`src/rtl/uart_rx_write_ram_if.sv`:
```
// RAM write bus carried from the UART receive/assembler block to a 64x16 RAM.
//   write_enable_to_ram : one-cycle write strobe
//   address_to_ram      : 6-bit word address (held during the strobe)
//   data_to_ram         : 16-bit write data {high_byte, low_byte}
// master = the block producing writes, slave = the RAM (or an observer).
interface uart_rx_write_ram_if;
  logic        write_enable_to_ram;
  logic [5:0]  address_to_ram;
  logic [15:0] data_to_ram;

  modport master (
    output write_enable_to_ram,
    output address_to_ram,
    output data_to_ram
  );

  modport slave (
    input write_enable_to_ram,
    input address_to_ram,
    input data_to_ram
  );
endinterface

```
`src/rtl/uart_rx_write_ram.sv`:
```
// UART 8N1 receiver that pairs received bytes into 16-bit words (high byte
// first) and writes them to sequential addresses of a 64-word RAM. A byte
// equal to eoe, arriving where a high byte is expected, ends the frame.
// Ports:
//   clk         : system clock, rising edge
//   reset       : asynchronous active-high reset
//   uart_RX     : asynchronous serial input, idle high
//   eoe         : end-of-entry marker byte, static during a frame
//   ram         : RAM write bus (master side)
//   done        : sticky, frame terminated by eoe
//   overflow    : sticky, address wrapped within the current frame
//   frame_error : one-cycle pulse, stop bit sampled low
module uart_rx_write_ram #(
  parameter int BAUD_DIV = 10416
) (
  input  logic                       clk,
  input  logic                       reset,
  input  logic                       uart_RX,
  input  logic [7:0]                 eoe,
  uart_rx_write_ram_if.master        ram,
  output logic                       done,
  output logic                       overflow,
  output logic                       frame_error
);

  localparam int TW = (BAUD_DIV > 2) ? $clog2(BAUD_DIV) : 2;
  localparam logic [TW-1:0] FULL_LAST = TW'(BAUD_DIV - 1);
  localparam logic [TW-1:0] HALF_LAST = TW'((BAUD_DIV / 2) - 1);

  typedef enum logic [1:0] {
    ST_IDLE  = 2'd0,
    ST_START = 2'd1,
    ST_DATA  = 2'd2,
    ST_STOP  = 2'd3
  } rx_state_t;

  // Synchroniser
  logic rx_meta_r;
  logic rx_sync_r;

  // Receiver state
  rx_state_t     state_r, state_s;
  logic [TW-1:0] timer_r, timer_s;
  logic [2:0]    bit_idx_r, bit_idx_s;
  logic [7:0]    shift_r, shift_s;
  logic [7:0]    rx_byte_r, rx_byte_s;
  logic          byte_valid_r, byte_valid_s;
  logic          frame_err_r, frame_err_s;

  // Assembler state
  logic          phase_r;
  logic [7:0]    high_r;
  logic          we_r;
  logic [5:0]    addr_r;
  logic [15:0]   data_r;
  logic          done_r;
  logic          overflow_r;

  // Two-flop synchroniser; idles high so reset never looks like a start bit.
  always_ff @(posedge clk or posedge reset) begin
    if (reset) begin
      rx_meta_r <= 1'b1;
      rx_sync_r <= 1'b1;
    end else begin
      rx_meta_r <= uart_RX;
      rx_sync_r <= rx_meta_r;
    end
  end

  // Receiver state register; byte_valid and frame_error are registered pulses.
  always_ff @(posedge clk or posedge reset) begin
    if (reset) begin
      state_r      <= ST_IDLE;
      timer_r      <= '0;
      bit_idx_r    <= 3'd0;
      shift_r      <= 8'h00;
      rx_byte_r    <= 8'h00;
      byte_valid_r <= 1'b0;
      frame_err_r  <= 1'b0;
    end else begin
      state_r      <= state_s;
      timer_r      <= timer_s;
      bit_idx_r    <= bit_idx_s;
      shift_r      <= shift_s;
      rx_byte_r    <= rx_byte_s;
      byte_valid_r <= byte_valid_s;
      frame_err_r  <= frame_err_s;
    end
  end

  // Receiver next-state: start is checked at mid-bit, data/stop one bit apart.
  always_comb begin
    state_s      = state_r;
    timer_s      = timer_r + TW'(1);
    bit_idx_s    = bit_idx_r;
    shift_s      = shift_r;
    rx_byte_s    = rx_byte_r;
    byte_valid_s = 1'b0;
    frame_err_s  = 1'b0;
    case (state_r)
      ST_IDLE: begin
        timer_s = '0;
        if (rx_sync_r == 1'b0) begin
          state_s = ST_START;
        end else begin
          state_s = ST_IDLE;
        end
      end
      ST_START: begin
        if (timer_r == HALF_LAST) begin
          timer_s   = '0;
          bit_idx_s = 3'd0;
          // A line back high at mid-start-bit was only a glitch.
          if (rx_sync_r == 1'b0) begin
            state_s = ST_DATA;
          end else begin
            state_s = ST_IDLE;
          end
        end else begin
          state_s = ST_START;
        end
      end
      ST_DATA: begin
        if (timer_r == FULL_LAST) begin
          timer_s = '0;
          shift_s = {rx_sync_r, shift_r[7:1]};  // LSB arrives first
          if (bit_idx_r == 3'd7) begin
            state_s = ST_STOP;
          end else begin
            bit_idx_s = bit_idx_r + 3'd1;
          end
        end else begin
          state_s = ST_DATA;
        end
      end
      ST_STOP: begin
        if (timer_r == FULL_LAST) begin
          timer_s = '0;
          // Back to IDLE at mid-stop so an early next start edge is not missed.
          state_s = ST_IDLE;
          if (rx_sync_r == 1'b1) begin
            byte_valid_s = 1'b1;
            rx_byte_s    = shift_r;
          end else begin
            frame_err_s = 1'b1;
          end
        end else begin
          state_s = ST_STOP;
        end
      end
      default: begin
        state_s = ST_IDLE;
        timer_s = '0;
      end
    endcase
  end

  // Word assembler and address counter; eoe only counts in the high-byte slot.
  always_ff @(posedge clk or posedge reset) begin
    if (reset) begin
      phase_r    <= 1'b0;
      high_r     <= 8'h00;
      we_r       <= 1'b0;
      addr_r     <= 6'd0;
      data_r     <= 16'h0000;
      done_r     <= 1'b0;
      overflow_r <= 1'b0;
    end else begin
      we_r <= 1'b0;
      if (we_r) begin
        addr_r <= addr_r + 6'd1;  // wraps 63 -> 0 naturally
        if (addr_r == 6'd63) begin
          overflow_r <= 1'b1;
        end
      end
      if (byte_valid_r) begin
        if (phase_r == 1'b0) begin
          if (rx_byte_r == eoe) begin
            done_r     <= 1'b1;
            addr_r     <= 6'd0;
            overflow_r <= 1'b0;
          end else begin
            high_r  <= rx_byte_r;
            done_r  <= 1'b0;
            phase_r <= 1'b1;
          end
        end else begin
          data_r  <= {high_r, rx_byte_r};
          we_r    <= 1'b1;
          phase_r <= 1'b0;
        end
      end
    end
  end

  assign ram.write_enable_to_ram = we_r;
  assign ram.address_to_ram      = addr_r;
  assign ram.data_to_ram         = data_r;
  assign done                    = done_r;
  assign overflow                = overflow_r;
  assign frame_error             = frame_err_r;

endmodule

```
`src/flat_wrapper.sv`:
```
// flat-port wrapper written by rule: the top's interface ports become plain ports
module uart_rx_write_ram_flat 
#(
  parameter int BAUD_DIV = 10416
)
  (clk, reset, uart_RX, eoe, done, overflow, frame_error, ram_write_enable_to_ram, ram_address_to_ram, ram_data_to_ram);
  uart_rx_write_ram_if ram_i ();
  input  logic clk;
  input  logic reset;
  input  logic uart_RX;
  input  logic [7:0] eoe;
  output logic done;
  output logic overflow;
  output logic frame_error;
  output wire logic [$bits(ram_i.write_enable_to_ram)-1:0] ram_write_enable_to_ram;
  output wire logic [$bits(ram_i.address_to_ram)-1:0] ram_address_to_ram;
  output wire logic [$bits(ram_i.data_to_ram)-1:0] ram_data_to_ram;
  assign ram_write_enable_to_ram = ram_i.write_enable_to_ram;
  assign ram_address_to_ram = ram_i.address_to_ram;
  assign ram_data_to_ram = ram_i.data_to_ram;
  uart_rx_write_ram #(.BAUD_DIV(BAUD_DIV)) u_core (.clk(clk), .reset(reset), .uart_RX(uart_RX), .eoe(eoe), .ram(ram_i), .done(done), .overflow(overflow), .frame_error(frame_error));
endmodule
```
`config.mk`:
```
export PLATFORM = sky130hd
export DESIGN_NAME = uart_rx_write_ram_flat
export DESIGN_NICKNAME = d
export VERILOG_FILES = /design/src/rtl/uart_rx_write_ram_if.sv /design/src/rtl/uart_rx_write_ram.sv /design/src/flat_wrapper.sv
export SDC_FILE = /design/constraint.sdc
export NUM_CORES = 1
export LEC_CHECK = 0
export BUFFER_PORTS_ARGS = -buffer_cell sky130_fd_sc_hd__buf_2
export CAP_MARGIN = 25
export CORE_ASPECT_RATIO = 0.6
export CORE_UTILIZATION = 30
export DETAILED_ROUTE_END_ITERATION = 12
export PLACE_DENSITY_LB_ADDON = 0.05
export SYNTH_ARGS = -nofsm -noshare
export SYNTH_HDL_FRONTEND = slang
export SYNTH_SLANG_ARGS = --single-unit
```
`constraint.sdc`:
```
create_clock -name clk -period 4.85 [get_ports clk]
set_input_delay 0.2425 -clock clk [delete_from_list [all_inputs] [get_ports clk]]
set_output_delay 0.2425 -clock clk [all_outputs]
set_load 0.005 [all_outputs]
```
# --- Yosys cells after proc, flatten, opt, wreduce, memory -nomap -nowiden ---
# Cells that the tools add are included.
totals:
  rom_bits: 0
  wordCells: 76
  ramBits: 0
  regBits: 73
  input_bits: 11
  latch_bits: 0
  out_inout_bits: 26
  n_memories: 0
op_classes:
  addsub: 3
  shifts: 0
  n_lt_le_gt_ge: 0
  n_eq_ne: 12
  bitwise: 2
  n_div: 0
  n_reduce_logical: 9
  mul: 0
  n_mux: 34
ops:
  columns: ["cell", "n"]
  rows:
  - ["$pmux 14 s3", 1]
  - ["$mux 14", 2]
  - ["$mux 6", 4]
  - ["$mux 1", 17]
  - ["$add 14x1->14 const B", 1]
  - ["$eq 14x13->1 const B", 1]
  - ["$eq 14x14->1 const B", 1]
  - ["$mux 2", 5]
  - ["$mux 3", 3]
  - ["$eq 8x8->1", 1]
  - ["$pmux 2 s4", 1]
  - ["$add 6x1->6 const B", 1]
  - ["$eq 6x6->1 const B", 1]
  - ["$pmux 3 s2", 1]
  - ["$reduce_and 2->1", 3]
  - ["$reduce_and 3->1", 2]
  - ["$eq 2x2->1 const B", 2]
  - ["$ne 2x1->1 const B", 2]
  - ["$reduce_and 4->1", 1]
  - ["$add 3x1->3 const B", 1]
  - ["$eq 3x3->1 const B", 1]
  - ["$ne 3x3->1 const B", 1]
  - ["$eq 2x1->1 const B", 1]
  - ["$logic_not 2->1", 1]
  - ["4 further kinds", 5]

# --- Logic depth before layout (Yosys ltp) ---
depth:
  word_depth: 6
  depth_mapped: 7
  mapped_depth_nobuf: 5

# --- Worst setup path after synthesis ---
# No wires, ideal clock.
synth_path:
  path_kind: "register to register"
  start: "register u_core.timer_r[10]"
  end: "register u_core.shift_r[0]"
  n_path_buf: 1
  path_slack_ns: 2.639
  arrival_time_ns: 2.086
  setup_time_ns: 0.125
  synth_period_minus_slack_ns: 2.211
  required_time_ns: 4.725
  path_stages_with_launch: 6
  cell_sequence: "dfrtp_1 -> or4b_1 -> or4_1 -> buf_6 -> nor2_8 -> mux2_2"
synth_via:
  elab_chain_len: 2
synth_rtl:
  columns: ["element", "line_no", "source"]
  rows:
  - ["start: declaration", "uart_rx_write_ram.sv:43", "logic [TW-1:0] timer_r, timer_s;"]
  - ["start signal: assignment", "uart_rx_write_ram.sv:82", "timer_r <= timer_s;"]
  - ["$eq 14x14->1", "uart_rx_write_ram.sv:124", "if (timer_r == FULL_LAST) begin"]
  - ["$reduce_and 2->1 (no source line)", null, null]
  - ["end signal: assignment", "uart_rx_write_ram.sv:84", "shift_r <= shift_s;"]
  - ["end: declaration", "uart_rx_write_ram.sv:45", "logic [7:0] shift_r, shift_s;"]
# Every way passes these cells.
# A chain may end at the register's enable or synchronous reset.

# --- Worst setup path in the final report ---
layout_path:
  start: "register u_core.timer_r[10]"
  end: "register u_core.state_r[0]"
layout_via:
  elab_chain_len: 3
  elab_cells_between_ends: 7
  classes_between: "eq/ne: 3; mux: 4"
layout_rtl:
  columns: ["element", "line_no", "source"]
  rows:
  - ["$eq 14x14->1 / $eq 14x13->1 (equally long branches)", "uart_rx_write_ram.sv:124, uart_rx_write_ram.sv:137, uart_rx_write_ram.sv:110", null]
  - ["$mux 2, on equally long branches", "uart_rx_write_ram.sv:137, uart_rx_write_ram.sv:110, uart_rx_write_ram.sv:124", null]
  - ["$pmux 2 s4", "uart_rx_write_ram.sv:100", "case (state_r)"]
  - ["end signal: assignment", "uart_rx_write_ram.sv:81", "state_r <= state_s;"]
  - ["end: declaration", "uart_rx_write_ram.sv:42", "rx_state_t state_r, state_s;"]
# Several ways; a longest one is shown, not always the timed one.

==> flow_metrics.tcl <==
set metrics [dict create \
    grt_pass1_wl_um 10100 \
    timing.hold.ws_ps 10.9 \
    crit_family "simple AND/OR/NAND/NOR gates" \
    critical_path.cell_chain "or4b_1 > or4_1 > a22oi_4 > mux2i_1" \
    htreeDepth 3 \
    multi_input_comb_area_um2 1310 \
    fin_crit_ps 2590 \
    grt_max_degree 44 \
    cts-buffers-inserted 9 \
    place_inst 413 \
    p_leak_nw 1.87 \
    vias_per_cell 4.48 \
    async_flop_share_pct 100 \
    cts_sinks 73 \
    worstSetupPathType "flop to flop" \
    relSlewSlack_pct 33.8 \
    start_kind "flop" \
    wl_per_cell_um 14.6 \
    grt_antenna_before_repair 0 \
    powerDensity_nw_per_um2 349 \
    fp.dieH_um 81.9 \
    core_area_um2 10100 \
    tns_ps 0 \
    n_fill_cell 1000 \
    fin_cells 429 \
    worstMarginPinSlew_ps 986 \
    required_ps 5040 \
    worst-r2r-setup-slack_ps 2260 \
    synth-main-ff-cell "dfrtp_1" \
    max_stage_delay_ps 850 \
    critical_path_buf_inv_count 0 \
    drcViolationCount 0 \
    setup_slack_ps 2260 \
    die_x_um 135 \
    row_count 28 \
    critPathMaxFanout 14 \
    drive_gt1_share_pct 36.1 \
    power_mw 1.34 \
    dpl_worst_slack_ps 2230 \
    ir_drop_mv 0.162 \
    insertedDiodeCount 0 \
    routed_wl_um 6280 \
    hpwl_um 4400 \
    ctsHoldBuffers 0 \
    syn_inst 247 \
    grt_overflow 0 \
    ios 37 \
    ys_seq_area_share_pct 57.3 \
    cts-root-buf "clkbuf_16" \
    hold_viol_final 0 \
    period_share_pct 53.4 \
    dieArea_um2 11100 \
    dr_total_vias 1922 \
    rsz0062_at_grt "false" \
    max_cap_viol_count 0 \
    syn_to_final_growth_pct 20.0 \
    cpMaxStageDelayCell "or4_1" \
    dr.pass1.iters 4 \
    clk_pin_slew_ps 60 \
    layout.nets 304 \
    grt_usage_pct 12.2 \
    postCtsSetupRepairBufs 0 \
    clock_latency_ps 330 \
    gp_congestion 0.718 \
    synth_top_cell_area_share_pct 55.6 \
    end_kind "flop" \
    seq_area_um2 1830 \
    cts_tree "done" \
    syn_nets 262 \
    synth_area_leaders "dfrtp_1 (56%), mux2_2 (14%), xnor2_1 (3.8%), nor2_1 (2.7%), xor2_1 (2.5%)" \
    synth_top_cell_by_area "dfrtp_1" \
    status "finished clean" \
    syn_area_um2 3190 \
    cts_buffer_depth 2 \
    setup_viol 0 \
    start_util_pct 31.7 \
    yosys.cell_types.count 43 \
    clock_skew_ps 5.69 \
    grt_pass1_vias 1889 \
    crit_arrival_ps 2780 \
    timing.fmax_mhz 386 \
    synth.yosys.warnings 0 \
    min_path_type "primary input to async pin" \
    ant_nets 0 \
    synth-edff-count 0 \
    io_buffers 36 \
    syn_area_per_cell_um2 12.9 \
    synth-seq-cells 73 \
    finalMaxSlewViolations 0 \
    drt_iter0_drc 90 \
    cts_resized 0 \
]
cells by family after synthesis:
logic type               share of synthesized area, %
AO/OA/AOI/OAI                                    4.23
XOR/XNOR                                         6.31
adder cells (fa/ha/maj)                          1.57
buffers and inverters                            1.76
flip-flops                                       57.3
multiplexers                                     15.0
AND/OR/NAND/NOR                                  13.8
flip-flops by register name, indices dropped and copies added, names as in the netlist:
register / count
u_core.overflow: 1
u_core.rx_meta_r: 1
u_core.rx_sync_r: 1
u_core.byte_valid_r: 1
u_core.ram.write_enable_to_ram: 1
u_core.ram.data_to_ram: 16
u_core.done: 1
u_core.rx_byte_r: 8
u_core.frame_error: 1
u_core.shift_r: 8
u_core.phase_r: 1
u_core.bit_idx_r: 3
u_core.high_r: 8
u_core.state_r: 2
u_core.ram.address_to_ram: 6
u_core.timer_r: 14
through the flow:
step	area, um2	util [%]
after floorplan	3190	-
after global placement	3510	34.8
after detailed placement	3510	34.8
after CTS	3830	38.0
after global routing	3830	38.0
final	3830	38.0
Yosys cell counts, types with 3 or more instances:
library cell / n
ha_1: 4
mux2i_1: 3
inv_1: 5
dfrtp_1: 71
nand2_1: 11
xor2_1: 9
nor2b_1: 3
mux2_2: 40
nand4_1: 7
nor2_1: 23
xnor2_1: 14
clkbuf_1: 4
nand3_1: 6
o21ai_0: 4
or4_1: 3
nor3_1: 3
layout by cell type, fill, tap and decap left out, types with 2 or more instances in the layout:
| master | synthesis | layout |
|---|---|---|
| bufinv_16 | 0 | 2 |
| inv_1 | 5 | 4 |
| or4_1 | 3 | 3 |
| a311o_1 | 2 | 2 |
| nor2_8 | 2 | 2 |
| and4_1 | 2 | 2 |
| nand2_1 | 11 | 11 |
| xor2_1 | 9 | 9 |
| nand3_1 | 6 | 6 |
| nor2_1 | 23 | 23 |
| clkbuf_16 | 0 | 9 |
| a21oi_1 | 2 | 2 |
| o21ai_0 | 4 | 4 |
| o22a_2 | 2 | 2 |
| or4b_1 | 2 | 2 |
| nor3b_1 | 2 | 2 |
| dfstp_2 | 2 | 2 |
| nor3_1 | 3 | 3 |
| nor2b_1 | 3 | 3 |
| xnor2_1 | 14 | 14 |
| nand4_1 | 7 | 7 |
| mux2i_1 | 3 | 3 |
| clkinv_2 | 0 | 2 |
| mux2_2 | 40 | 40 |
| ha_1 | 4 | 4 |
| clkinvlp_4 | 0 | 2 |
| and3_1 | 2 | 2 |
| dfrtp_1 | 71 | 71 |
| buf_2 | 0 | 36 |
worst paths after layout:
check / to / depth (start not counted) / start
max reg2reg: u_core.state_r[0] / 4 / u_core.timer_r[10]
min reg2reg: u_core.rx_sync_r / 0 / u_core.rx_meta_r
min: u_core.ram.data_to_ram[14] / 2 / reset
min in group clk: u_core.rx_meta_r / 1 / uart_RX
max: u_core.state_r[0] / 4 / u_core.timer_r[10]
max in group asynchronous: u_core.bit_idx_r[2] / 3 / reset
final cells by class:
class / count / area share [%]
flip-flops and latches: 73 / 47.7
multi-input cells: 163 / 34.1
clock buffers: 9 / 5.88
repair buffers: 37 / 4.90
well taps: 135 / 4.41
clock inverters: 7 / 2.45
inverters: 5 / 0.490
power by group:
part	leakage, nW	internal (mW)	switching (mW)	total [mW]
logic	0.753	0.00617	0.0153	0.0214
registers	0.962	0.611	0.000700	0.611
clock network	0.152	0.450	0.256	0.706
metal layers:
layer	track usage (%)	part of all wire [%]	vias to the layer above
met5	0	0	-
met4	3.37	0.61	0
met3	4.20	4.2	5
met2	15.3	38	29
met1	19.0	58	927
li1	-	-	961
Power figures use the tool's default switching activity.
